File: src/rtl/pcpi_pkg.sv
// Shared PCPI definitions: hub FSM states, custom-insn opcode fields
// and the datapath width used across the coprocessor bus.
package pcpi_pkg;

    localparam int XLEN = 32;

    localparam logic [6:0] PCPI_OPCODE = 7'b0110011;
    localparam logic [6:0] PCPI_FUNCT7 = 7'b0000001;

    typedef enum logic [1:0] {
        IDLE  = 2'd0,
        ISSUE = 2'd1,
        BUSY  = 2'd2,
        DONE  = 2'd3
    } pcpi_state_e;

endpackage

File: src/rtl/pcpi_resp_mux.sv
// Priority select of coprocessor responses (port 0 wins) and a flag
// for more than one port claiming completion in the same cycle.
import pcpi_pkg::*;

module pcpi_resp_mux #(
    parameter int NPORT = 2
) (
    input  logic [NPORT-1:0]      cp_wr,
    input  logic [XLEN*NPORT-1:0] cp_rd,
    input  logic [NPORT-1:0]      cp_ready,
    output logic                  any_ready,
    output logic                  sel_wr,
    output logic [XLEN-1:0]       sel_rd,
    output logic                  multi
);

    // Walk from the highest port down so the lowest ready index wins
    always_comb begin
        any_ready = |cp_ready;
        sel_wr    = 1'b0;
        sel_rd    = '0;
        for (int i = NPORT - 1; i >= 0; i--) begin
            if (cp_ready[i]) begin
                sel_wr = cp_wr[i];
                sel_rd = cp_rd[i*XLEN +: XLEN];
            end
        end
        multi = (cp_ready & (cp_ready - NPORT'(1))) != '0;
    end

endmodule

File: src/rtl/pcpi_hub.sv
// Dispatches one core request onto the PCPI bus, merges coprocessor
// responses into a single completion pulse and traps unclaimed insns.
import pcpi_pkg::*;

module pcpi_hub #(
    parameter int NPORT   = 2,
    parameter int TIMEOUT = 16
) (
    input  logic                  clk,
    input  logic                  resetn,
    input  logic                  cpu_valid,
    input  logic [XLEN-1:0]       cpu_insn,
    input  logic [XLEN-1:0]       cpu_rs1,
    input  logic [XLEN-1:0]       cpu_rs2,
    output logic                  cpu_done,
    output logic                  cpu_wr,
    output logic [XLEN-1:0]       cpu_rd,
    output logic                  cpu_trap,
    output logic                  cpu_conflict,
    output logic                  pcpi_valid,
    output logic [XLEN-1:0]       pcpi_insn,
    output logic [XLEN-1:0]       pcpi_rs1,
    output logic [XLEN-1:0]       pcpi_rs2,
    input  logic [NPORT-1:0]      cp_wr,
    input  logic [XLEN*NPORT-1:0] cp_rd,
    input  logic [NPORT-1:0]      cp_wait,
    input  logic [NPORT-1:0]      cp_ready
);

    localparam int CW = $clog2(TIMEOUT + 1);
    localparam logic [CW-1:0] CNT_LAST = CW'(TIMEOUT - 1);

    pcpi_state_e     state;
    logic [CW-1:0]   cnt;
    logic            any_ready;
    logic            sel_wr;
    logic            multi;
    logic [XLEN-1:0] sel_rd;
    logic            take;

    pcpi_resp_mux #(
        .NPORT (NPORT)
    ) u_mux (
        .cp_wr     (cp_wr),
        .cp_rd     (cp_rd),
        .cp_ready  (cp_ready),
        .any_ready (any_ready),
        .sel_wr    (sel_wr),
        .sel_rd    (sel_rd),
        .multi     (multi)
    );

    // A ready only counts while a request is actually outstanding
    always_comb begin
        take = any_ready && (state == ISSUE || state == BUSY);
    end

    // Request sequencer: capture, claim tracking, timeout, completion
    always_ff @(posedge clk) begin
        if (!resetn) begin
            state        <= IDLE;
            cnt          <= '0;
            cpu_done     <= 1'b0;
            cpu_wr       <= 1'b0;
            cpu_rd       <= '0;
            cpu_trap     <= 1'b0;
            cpu_conflict <= 1'b0;
            pcpi_valid   <= 1'b0;
            pcpi_insn    <= '0;
            pcpi_rs1     <= '0;
            pcpi_rs2     <= '0;
        end else begin
            cpu_done     <= 1'b0;
            cpu_wr       <= 1'b0;
            cpu_trap     <= 1'b0;
            cpu_conflict <= 1'b0;
            unique case (state)
                IDLE: begin
                    if (cpu_valid) begin
                        pcpi_valid <= 1'b1;
                        pcpi_insn  <= cpu_insn;
                        pcpi_rs1   <= cpu_rs1;
                        pcpi_rs2   <= cpu_rs2;
                        cnt        <= '0;
                        state      <= ISSUE;
                    end
                end
                ISSUE: begin
                    if (any_ready) begin
                        state <= DONE;
                    end else if (|cp_wait) begin
                        state <= BUSY;
                    end else if (cnt == CNT_LAST) begin
                        state      <= DONE;
                        pcpi_valid <= 1'b0;
                        cpu_done   <= 1'b1;
                        cpu_trap   <= 1'b1;
                        cpu_rd     <= '0;
                    end else begin
                        cnt <= cnt + CW'(1);
                    end
                end
                BUSY: begin
                    if (any_ready) begin
                        state <= DONE;
                    end
                end
                DONE: begin
                    state <= IDLE;
                end
                default: begin
                    state <= IDLE;
                end
            endcase
            if (take) begin
                pcpi_valid   <= 1'b0;
                cpu_done     <= 1'b1;
                cpu_wr       <= sel_wr;
                cpu_rd       <= sel_rd;
                cpu_conflict <= multi;
            end
        end
    end

endmodule

File: config.mk
export PLATFORM = sky130hd
export DESIGN_NAME = pcpi_hub
export DESIGN_NICKNAME = d
export VERILOG_FILES = /design/src/rtl/pcpi_pkg.sv /design/src/rtl/pcpi_resp_mux.sv /design/src/rtl/pcpi_hub.sv
export SDC_FILE = /design/constraint.sdc
export NUM_CORES = 1
export LEC_CHECK = 0
export BUFFER_PORTS_ARGS = -buffer_cell sky130_fd_sc_hd__buf_4
export CAP_MARGIN = 20
export CORE_MARGIN = 1.5
export CORE_UTILIZATION = 30
export CTS_CLUSTER_DIAMETER = 120
export DETAILED_ROUTE_END_ITERATION = 6
export PLACE_DENSITY = 0.68
export REMOVE_ABC_BUFFERS = 1
export SYNTH_ARGS = -nofsm -noshare
export SYNTH_HDL_FRONTEND = slang
export SYNTH_SLANG_ARGS = --single-unit
File: constraint.sdc
create_clock -name clk -period 2 [get_ports clk]
set_input_delay 0.1 -clock clk [delete_from_list [all_inputs] [get_ports clk]]
set_output_delay 0.1 -clock clk [all_outputs]
set_load 0.02 [all_outputs]
# After elaboration in Yosys (flattened, before gate mapping)
# Index checks and enable logic that the tools add are counted.
# Widths: inputs -> output; s select.
[word_totals]
word_cells = 74
out_inout_bits = 133
register_bits = 140
[op_classes]
bitwise_logic = 2
n_reduce_logical = 16
addsub = 2
muxes = 30
n_eq_ne = 13
[op_table]
columns = ["op", "n"]
rows = [
  ["$mux 32", 7],
  ["$mux 5", 4],
  ["$ne 2x2->1 const B", 6],
  ["$mux 1", 11],
  ["$mux 2", 5],
  ["$pmux 5 s2", 1],
  ["$reduce_and 5->1", 2],
  ["$pmux 2 s4", 1],
  ["$reduce_bool 2->1", 4],
  ["$reduce_or 2->1", 3],
  ["$add 5x1->5 const B", 1],
  ["$eq 5x4->1 const B", 1],
  ["$eq 2x2->1 const B", 2],
  ["$ne 2x1->1 const B", 2],
  ["$ne 4x2->1 const B", 1],
  ["$reduce_and 2->1", 2],
  ["$reduce_and 4->1", 1],
  ["$reduce_and 3->1", 1],
  ["$and 2x2->2", 1],
  ["$eq 2x1->1 const B", 1],
  ["$logic_not 2->1", 1],
  ["$pmux 1 s2", 1],
  ["$sub 2x1->2 const B", 1],
  ["$logic_and 1x1->1", 1],
  ["2 further kinds", 2],
]

# Longest topological paths before layout
# Gate-level depths: netlist (run 1).
[depth]
ltp_word = 6
depth_mapped = 8
ltp_nobuf = 7

# Modules after synthesis
# From an unflattened synthesis (run 1), not the netlist that was laid out.
[hier_totals]
hier_cells = 607
hier_area_um2 = 5485.3
[by_module_without_submodules]
columns = ["module", "seq_area_each_um2", "n_inst", "area_per_inst_um2", "cells_per_inst"]
rows = [
  ["pcpi_hub", 2802.7, 1, 5083.6, 560],
  ["pcpi_resp_mux", 0.0, 1, 401.6, 47],
]

# Worst setup path after synthesis (run 1)
# No wires, ideal clock.
[synth_timing]
path_type = "flip-flop to flip-flop"
start = "reg cnt[0]"
end = "reg state[0]"
path_slack_ps = 208
required_ps = 1904
path_buffers = 0
setup_ps = 96
arrival_time_ps = 1697
path_stages_with_launch = 8
cell_sequence = "dfxtp_1 -> ha_1 -> and3_1 -> ha_1 -> nor2b_1 -> a221oi_1 -> o21ai_0 -> a221oi_1"
[synth_via]
elab_chain_len = 3
[synth_lines]
columns = ["element", "line_no", "source"]
rows = [
  ["from (decl)", "pcpi_hub.sv:34", "logic [CW-1:0] cnt;"],
  ["from (signal assigned)", "pcpi_hub.sv:100", "cnt <= cnt + CW'(1);"],
  ["$eq 5x4->1", "pcpi_hub.sv:93", "end else if (cnt == CNT_LAST) begin"],
  ["$ne 4x2->1 (no line)", "--", ""],
  ["$reduce_and 3->1 (no line)", "--", ""],
  ["to (signal assigned)", "pcpi_hub.sv:90", "state <= DONE;"],
  ["to (signal assigned)", "pcpi_hub.sv:92", "state <= BUSY;"],
  ["to (signal assigned)", "pcpi_hub.sv:94", "state <= DONE;"],
  ["to (decl)", "pcpi_hub.sv:33", "pcpi_state_e state;"],
]
# Every way passes these cells.
# A chain may end at the register's enable or synchronous reset.

# Final worst setup path (run 1)
[layout_timing]
start = "reg cnt[0]"
end = "reg cnt[2]"
[layout_via]
elab_chain_len = 5
elab_cells_between_ends = 8
cone_classes = "add/sub (1); eq/ne (2); mux (4); reduce/logical (1)"
[layout_lines]
columns = ["element", "line_no", "source"]
rows = [
  ["$add 5x1->5", "pcpi_hub.sv:100", ""],
  ["$mux 5", "pcpi_hub.sv:93", ""],
  ["$mux 5", "pcpi_hub.sv:91", "end else if (|cp_wait) begin"],
  ["$mux 5", "pcpi_hub.sv:89", "if (any_ready) begin"],
  ["$pmux 5 s2", "pcpi_hub.sv:77", "unique case (state)"],
]
# Parallel ways exist; a longest one is shown, timed or not. The select of a mux whose other input is x is not followed.

==> results of run 1 <==
[layout by cell type, fill, tap and decap left out, types with 2 or more instances in the layout]
cell type,count
inv_1,7
clkinvlp_4,2
nand3_1,4
nand2_1,201
clkinv_4,3
clkbuf_16,17
nor2_1,4
a22oi_1,32
nor2b_1,3
o211ai_1,2
o21ai_0,5
dlygate4sd3_1,155
a21boi_0,47
buf_12,4
mux2i_1,4
bufinv_16,5
buf_4,310
a31o_2,2
dfxtp_1,140
o2bb2ai_1,32
inv_6,2
ha_1,8
a21oi_1,50
[power breakdown]
group          internal, W  switching, W  leakage (nW)
clock              0.00226       0.00123         0.314
sequential         0.00333      0.000283          1.15
combinational      0.00172       0.00228          2.93
[critical path: stages (launching register included)]
cell and delay (ns):
dfxtp_1 0.33, ha_1 0.23, and3_1 0.20, ha_1 0.20, or4b_4 0.56, nor3b_2 0.21
a31o_2 0.12
[state kept, by name (all words and copies together), names as in the netlist, 2 cells and up]
register,flops
cpu_rd,32
cnt,5
pcpi_insn,32
pcpi_rs2,32
state,2
pcpi_rs1,32
[cells in the mapped netlist]
| cell type | instances |
|---|---|
| and3_1 | 1 |
| a22oi_1 | 32 |
| ha_1 | 8 |
| a21boi_0 | 47 |
| buf_6 | 1 |
| dfxtp_1 | 140 |
| nor2_1 | 4 |
| or4b_4 | 1 |
| buf_2 | 1 |
| nand3b_1 | 1 |
| a21oi_1 | 50 |
| o21ai_0 | 5 |
| a211oi_1 | 1 |
| and2_1 | 2 |
| a31oi_1 | 1 |
| inv_1 | 7 |
| or4_4 | 1 |
| o2bb2ai_1 | 32 |
| nor4_1 | 1 |
| nor3_1 | 1 |
| mux2i_1 | 4 |
| nor2b_1 | 4 |
| a221oi_1 | 2 |
| o211ai_1 | 2 |
| o31ai_1 | 1 |
| o2111ai_1 | 1 |
| nand3_1 | 4 |
| a31o_2 | 2 |
| mux2_2 | 1 |
| buf_1 | 7 |
| nand2_1 | 202 |
| nand2b_1 | 1 |
| clkbuf_1 | 38 |
| nor3b_2 | 1 |
[layout make-up]
class | count | area share [%]
sequential | 140 | 27.9
timing repair buffer | 469 | 39.5
clock buffer | 19 | 4.42
clock inverter | 13 | 2.13
tap | 225 | 2.81
multi-input combinational | 413 | 23.0
inverter | 7 | 0.262
[cells by family after synthesis]
logic type | Yosys count | synth area share [%]
AND/OR/NAND/NOR | 224 | 17.0
AO/OA/AOI/OAI | 176 | 23.2
flip-flops | 140 | 52.9
buffers and inverters | 54 | 3.99
adder cells (fa/ha/maj) | 8 | 1.89
multiplexers | 5 | 0.969
[what timing repair did]
| item | 4_1_cts | 5_1_grt |
|---|---|---|
| gates resized for setup | 0 | 1 |
| endpoints found under the hold margin | 128 | 0 |
| hold buffers | 155 | 0 |
| setup endpoints to repair | 0 | 2 |
[through the flow]
step | setup slack [ns] | instances | setup TNS [ns] | util, % | instance area [um2]
finish | 0.105 | 1286 | 0 | 58.0 | 10000
global route | 0.0198 | 1286 | 0 | 58.0 | 10000
CTS | 0.0837 | 1286 | 0 | 58.0 | 10000
detailed placement | 0.101 | 1099 | 0 | 45.2 | 7820
global placement | 0.165 | 1099 | 0 | 45.2 | 7820
floorplan | -0.618 | 560 | -77.85 | - | 5110
[routing by layer]
| layer | vias up | wire (um) | track usage, % | part of all wire [%] |
|---|---|---|---|---|
| met1 | 2789 | 7560 | 22.1 | 40 |
| met4 | 0 | 582 | 9.68 | 3.0 |
| met3 | 44 | 1040 | 5.59 | 5.5 |
| li1 | 2959 | - | - | - |
| met5 | - | 0 | 0 | 0 |
| met2 | 191 | 9920 | 35.4 | 52 |
[path summary, 6_finish.rpt]
| check | from | end |
|---|---|---|
| worst max-delay path | cnt[0] | cnt[2] |
| worst min-delay path | cp_rd[46] | cpu_rd[14] |
| worst max register to register | cnt[0] | cnt[2] |
| worst min register to register | pcpi_rs2[28] | pcpi_rs2[28] |
==> flow_metrics.tcl, run 1 <==
set metrics [dict create \
    syn_avg_cell_area_um2 8.72 \
    synth_top_area_share_pct 52.9 \
    hold_class "input port to flop" \
    die_h_um 136 \
    area_delta_synth_final_pct 89.5 \
    wirelength_um 19100 \
    drt_drc_violations_left 0 \
    rsz0062_at_grt "false" \
    slew_headroom_pct 63.7 \
    cp-end-kind "flop" \
    reg2regPathDepth 6 \
    yosys.area.top_type "dfxtp_1" \
    hpwl_um 11800 \
    cts_buffers 17 \
    cts.clk_slew.worst_paths_ns 0.06 \
    yosysWarnings 0 \
    worst_hold_slack_ns 0.0279 \
    required_ns 2.36 \
    grt_pass1_wl_um 29000 \
    drt_iter0_markers 249 \
    crit_fanout 4 \
    ys_ff_latch 140 \
    synthDistinctLibCells 34 \
    cts.sinks 140 \
    post_drt_wl_per_cell_um 14.9 \
    grtUsageTotal_pct 20.0 \
    clockBufferDepth 2 \
    port_buffers 301 \
    synthCells 607 \
    dieArea_um2 18500 \
    cts_tree "yes" \
    n_antenna_cell 0 \
    cp.arrival_ns 2.25 \
    regArea_um2 2800 \
    postRouteAntennaNets 0 \
    clock_latency_ns 0.41 \
    root_buffer "clkbuf_16" \
    holdPathStages 3 \
    slew_viol_final 0 \
    p_leak_nw 4.39 \
    reg2reg_slack_ns 0.10 \
    grt_pass1_vias 5839 \
    start_util_pct 30.6 \
    fillers 1477 \
    drv_cap 0 \
    drtPass1Iterations 5 \
    synth_area_um2 5290 \
    grt_max_degree 62 \
    antenna_found_initial 0 \
    synthTopCellsByArea "dfxtp_1, nand2_1, a21boi_0" \
    min_period_over_period_pct 94.8 \
    multi_input_area_um2 2300 \
    start_kind "flop" \
    fmax_mhz 528 \
    finalHoldViolCount 0 \
    period_minus_slack_ns 1.90 \
    grt-ovfl-total 0 \
    status "completed" \
    route.vias.total 5983 \
    ioPinCount 302 \
    drive_gt1_share_pct 33.6 \
    p_per_area_nw_per_um2 1110 \
    fp-row-count 48 \
    vias_per_cell 4.65 \
    ir_drop_uv 644 \
    core_area_um2 17300 \
    setup_viol 0 \
    gp_congestion 0.751 \
    nets 1225 \
    ys_seq_area_share_pct 52.9 \
    worstMarginPinSlew_ns 0.545 \
    postCtsSetupRepairBufs 0 \
    die_w_um 136 \
    fin_skew_ns 0.00823 \
    total_power_w 0.0111 \
    worstSetupPathType "flop to flop" \
    htree_levels 4 \
]
Note: power is estimated with default switching activity, not from simulation.
==> inputs of run 2 (changes only) <==
--- a/config.mk
+++ b/config.mk
@@ -15,4 +15,5 @@
 export REMOVE_ABC_BUFFERS = 1
 export SYNTH_ARGS = -nofsm -noshare
 export SYNTH_HDL_FRONTEND = slang
+export SYNTH_HIERARCHICAL = 1
 export SYNTH_SLANG_ARGS = --single-unit
==> run 2 against run 1 <==
Net effect: via count is 5.1% lower; clock-buffer cell count stayed put; combinational power fell by 3%; critical path depth increased by 1; register-to-register slack got worse by 0.02 ns; first-iteration DRC count decreased by 31%; synthesized cell count unchanged; die area increased by 3.5%; clock skew barely moved; worst hold slack got worse by 0.012 ns; power is 2.6% lower; sequential share of layout area grew 1.4 points; critical path type unchanged; highest routed layer unchanged.
==> flow_metrics.tcl, run 2 <==
set metrics [dict create \
    status "completed" \
    cp-end-kind "flop" \
    yosys.area.top_type "dfxtp_1" \
    start_kind "flop" \
    clock_latency_ns 0.41 \
    ys_seq_area_share_pct 51.1 \
    finalSetupTns_ns 0 \
    nets 1170 \
    core_area_um2 18000 \
    p_leak_nw 4.29 \
    ioPinCount 302 \
    hold_class "input port to flop" \
    final_util_pct 53.2 \
    htree_levels 4 \
    yosysMostFrequentCell "nand2_1" \
    reg2reg_slack_ns 0.09 \
    worstMarginPinSlew_ns 0.620 \
    reg2regPathDepth 7 \
    grt_pass1_wl_um 28400 \
    cts_buffers 17 \
    synth_mux_area_share_pct 0 \
    fillers 1574 \
    cts.clk_slew.worst_paths_ns 0.06 \
    final_cell_mix "buf_4, nand2_1, dfxtp_1" \
    n_antenna_cell 0 \
    grt_pass1_vias 5607 \
    rsz0062_at_grt "false" \
    synthCells 607 \
    synth_top_area_share_pct 51.1 \
    synthAdderAreaFrac_pct 1.60 \
    period_minus_slack_ns 1.91 \
    grtUsageTotal_pct 18.3 \
    slew_viol_final 0 \
    route.vias.total 5676 \
    syn_avg_cell_area_um2 9.04 \
    fin_skew_ns 0.00845 \
    place_area_um2 7900 \
    layout_setup_ws_ns 0.0894 \
    fp-row-count 49 \
    synth_common_cells "nand2_1, dfxtp_1, a21boi_0" \
    grt-ovfl-total 0 \
    crit_end "cnt[3]" \
    die_h_um 138 \
    final_cells 1236 \
    placed_cells 1099 \
    required_ns 2.30 \
    dieArea_um2 19100 \
    synth_area_um2 5490 \
    synth_enable_flop_cells 0 \
    drtPass1Iterations 4 \
    min_period_over_period_pct 95.5 \
    final_common_cell "buf_4" \
    wirelength_um 17700 \
    clockBufferDepth 2 \
    crit_fanout 5 \
    synth_top_family_by_area "compound AO/OA/AOI/OAI gates" \
    postRouteAntennaNets 0 \
    synth-compound-area-share_pct 25.4 \
    hpwl_um 11300 \
    cts.sinks 140 \
    port_buffers 301 \
    p_per_area_nw_per_um2 1130 \
    reg2reg_to "cnt[3]" \
    post_drt_wl_per_cell_um 14.3 \
    synthDistinctLibCells 33 \
    critPathLaunch "cnt[0]" \
    setup_viol 0 \
    postCtsSetupRepairBufs 0 \
    r2r-start "cnt[0]" \
    drv_cap 0 \
    synth_xor_area_share_pct 0 \
    synthSimpleGateAreaFrac_pct 17.1 \
    finalHoldViolCount 0 \
    ys_ff_latch 140 \
    preCtsSetupSlack_ns 0.0214 \
    cp.arrival_ns 2.21 \
    synthTopCellsByArea "dfxtp_1, nand2_1, a21boi_0" \
    stdcell_area_um2 9560 \
    slew_headroom_pct 58.6 \
    root_buffer "clkbuf_16" \
    gp_congestion 0.778 \
    die_w_um 138 \
    drive_gt1_share_pct 34.7 \
    antenna_found_initial 0 \
    worstSetupPathType "flop to flop" \
    ys_async_sr_fraction_pct 0 \
    drt_drc_violations_left 0 \
    yosysWarnings 6 \
    start_util_pct 30.5 \
    grt_max_degree 97 \
    drt_iter0_markers 171 \
    cts_tree "yes" \
    area_delta_synth_final_pct 74.2 \
    ir_drop_uv 654 \
    fmax_mhz 523 \
    vias_per_cell 4.59 \
    ys.flop_type "dfxtp_1" \
]
[run 2: how the worst min path moves through the flow]
stage / startpoint / end / cells after the start
floorplan: resetn / state[0] / 1
global placement: cpu_insn[3] / pcpi_insn[3] / 3
detailed placement: cpu_rs2[23] / pcpi_rs2[23] / 3
CTS: cp_rd[39] / cpu_rd[7] / 3
global route: cp_rd[39] / cpu_rd[7] / 3
finish: cp_wr[1] / cpu_wr / 3
[run 2: cells by family (layout without fill, tap and decap cells)]
logic type / Yosys count / count (layout)
buffers and inverters: 51 / 451
AND/OR/NAND/NOR: 231 / 231
adder cells (fa/ha/maj): 7 / 7
flip-flops: 140 / 140
AO/OA/AOI/OAI: 178 / 178
[run 2: what timing repair did]
item                       in CTS  in global routing
gates cloned                    0                  0
hold endpoints to repair      105                  0
setup endpoints to repair       1                  2
hold buffers                  105                  0
resized for setup               2                  0
pin swaps                       2                  1
[run 2: per-stage QoR]
step	power (W)	hold slack [ns]
2_1_floorplan	0.00572	0.218
3_3_place_gp	0.00741	0.360
3_5_place_dp	0.00745	0.368
4_1_cts	0.0109	0.000210
5_1_grt	0.0114	0.0159
6_report	0.0108	0.0154
[run 2: routing by layer]
layer  routed length (um)  up-vias  GRT usage [%]  part of all wire [%]
li1                     -     2836              -                     -
met1                 7420     2552           21.3                    42
met2                 8450      251           31.4                    48
met3                 1320       37           5.06                   7.5
met4                  500        0           8.14                   2.8
met5                    0        -              0                     0
[run 2: critical path, cell delays in order, from the launching register on]
cell	delay (ns)
dfxtp_1	0.33
ha_2	0.20
and3_1	0.20
ha_2	0.21
o41a_1	0.31
o31a_1	0.32
o21ai_1	0.14
o31ai_1	0.08
[run 2: power breakdown]
group          switching (W)  internal, W  total [W]
registers           0.000315      0.00337    0.00368
clock network        0.00124      0.00200    0.00324
logic                0.00222      0.00166    0.00389
total                0.00378      0.00704     0.0108
[run 2: area by class of cell]
class	count	area, um2	area share [%]
Timing Repair Buffer	414	3410	35.7
Clock inverter	13	163	1.70
Tap cell	229	287	3.00
Sequential cell	140	2800	29.3
Clock buffer	19	443	4.63
Multi-Input combinational cell	416	2440	25.5
Inverter	5	18.8	0.196
==> inputs of run 3 (changes only) <==
--- a/config.mk
+++ b/config.mk
@@ -11,6 +11,7 @@
 export CORE_UTILIZATION = 30
 export CTS_CLUSTER_DIAMETER = 120
 export DETAILED_ROUTE_END_ITERATION = 6
+export GPL_TIMING_DRIVEN = 0
 export PLACE_DENSITY = 0.68
 export REMOVE_ABC_BUFFERS = 1
 export SYNTH_ARGS = -nofsm -noshare
==> run 3 against run 2 <==
Net effect: sequential cell count unchanged; utilization increased by 0.42 points; design area increased by 0.80%; cell count unchanged; critical endpoint unchanged; combinational power increased by 4%; sequential power about the same.
==> flow_metrics.tcl, run 3 (synthesized netlist as in run 2, its figures left out) <==
set metrics [dict create \
    status "completed" \
    drv_cap 0 \
    grt_pass1_wl_um 28500 \
    fp-row-count 49 \
    clockBufferDepth 2 \
    layout_setup_ws_ns 0.0530 \
    final_common_cell "buf_4" \
    p_leak_nw 4.29 \
    crit_fanout 5 \
    place_area_um2 7870 \
    die_w_um 138 \
    holdPathStages 3 \
    total_power_w 0.0110 \
    drt_drc_violations_left 0 \
    wl_met1_um 7580 \
    hold_class "input port to flop" \
    drtPass1Iterations 4 \
    worstMarginPinSlew_ns 0.943 \
    root_buffer "clkbuf_16" \
    htree_levels 4 \
    required_ns 2.29 \
    slew_headroom_pct 37.1 \
    stdcell_area_um2 9630 \
    cp-end-kind "flop" \
    cts.sinks 140 \
    grt_max_degree 107 \
    gp_congestion 0.776 \
    grt_pass1_vias 5670 \
    nets 1170 \
    dieArea_um2 19100 \
    finalHoldViolCount 0 \
    period_minus_slack_ns 1.95 \
    worstSetupPathType "flop to flop" \
    start_util_pct 30.5 \
    cp.arrival_ns 2.24 \
    drive_gt1_share_pct 35.1 \
    reg2regPathDepth 7 \
    grt-ovfl-total 0 \
    grtUsageTotal_pct 18.3 \
    route.vias.total 5713 \
    dr_wl_met3_um 1320 \
    slew_viol_final 0 \
    antenna_found_initial 0 \
    postRouteAntennaNets 0 \
    fin_skew_ns 0.00830 \
    finalSetupTns_ns 0 \
    start_kind "flop" \
    final_util_pct 53.6 \
    ioPinCount 302 \
    hpwl_um 11400 \
    drt_iter0_markers 145 \
    final_cell_mix "buf_4, nand2_1, dfxtp_1" \
    die_h_um 138 \
    p_per_area_nw_per_um2 1140 \
    core_area_um2 18000 \
    min_period_over_period_pct 97.4 \
    route.met2.wl_um 8590 \
    cts_buffers 17 \
    vias_per_cell 4.62 \
    preCtsSetupSlack_ns -0.0927 \
    post_drt_wl_per_cell_um 14.6 \
    highest_layer "met4" \
    area_delta_synth_final_pct 75.6 \
    port_buffers 301 \
    cts_tree "yes" \
    fmax_mhz 514 \
    clock_latency_ns 0.41 \
    ir_drop_uv 572 \
    wirelength_um 18100 \
    setup_viol 0 \
    cts.clk_slew.worst_paths_ns 0.06 \
    fillers 1589 \
    n_antenna_cell 0 \
]
-- run 3: metrics by stage --
step	cells	hold slack, ns
final	1236	0.0206
after detailed placement	1094	0.372
after global placement	1091	0.365
after CTS	1234	0.000539
after floorplan	561	0.218
after global routing	1236	0.00408
-- run 3: cell type report --
type	instances	area, um2	share of cell area (%)
clock buffers	20	447	4.64
well taps	229	287	2.97
multi-input cells	417	2500	25.9
repair buffers	413	3420	35.5
flip-flops and latches	140	2800	29.1
inverters	5	18.8	0.195
clock inverters	12	160	1.66
-- run 3: per-layer routing --
layer / vias up / global-route usage, %
met5: - / 0
met3: 34 / 5.75
li1: 2834 / -
met1: 2596 / 21.4
met4: 0 / 8.37
met2: 249 / 30.7
-- run 3: what timing repair did --
item | CTS | global route
setup buffers | 0 | 1
hold buffers | 108 | 0
gates resized for setup | 1 | 12
pin swaps | 0 | 3
cloned | 0 | 1
hold endpoints to repair | 108 | 0
endpoints found under the setup margin | 21 | 59
-- run 3: final timing paths --
check               start      endpoint  slack, ns
max reg2reg        cnt[0]        cnt[3]       0.05
max                cnt[0]        cnt[3]       0.05
min              cp_wr[0]        cpu_wr       0.02
min reg2reg  pcpi_rs1[29]  pcpi_rs1[29]       0.46
-- run 3: worst max-delay path, cell delays in order (launching register included) --
cell,delay [ns]
dfxtp_2,0.33
ha_2,0.19
and3_4,0.20
ha_4,0.18
o41a_1,0.31
o31a_1,0.36
o21ai_2,0.17
o31ai_2,0.09
-- run 3: power breakdown --
part           switching, W  total, W  leakage, nW  internal [W]
clock               0.00126   0.00327        0.284       0.00201
sequential         0.000315   0.00368         1.15       0.00337
combinational       0.00231   0.00403         2.86       0.00172
total               0.00388    0.0110         4.29       0.00710
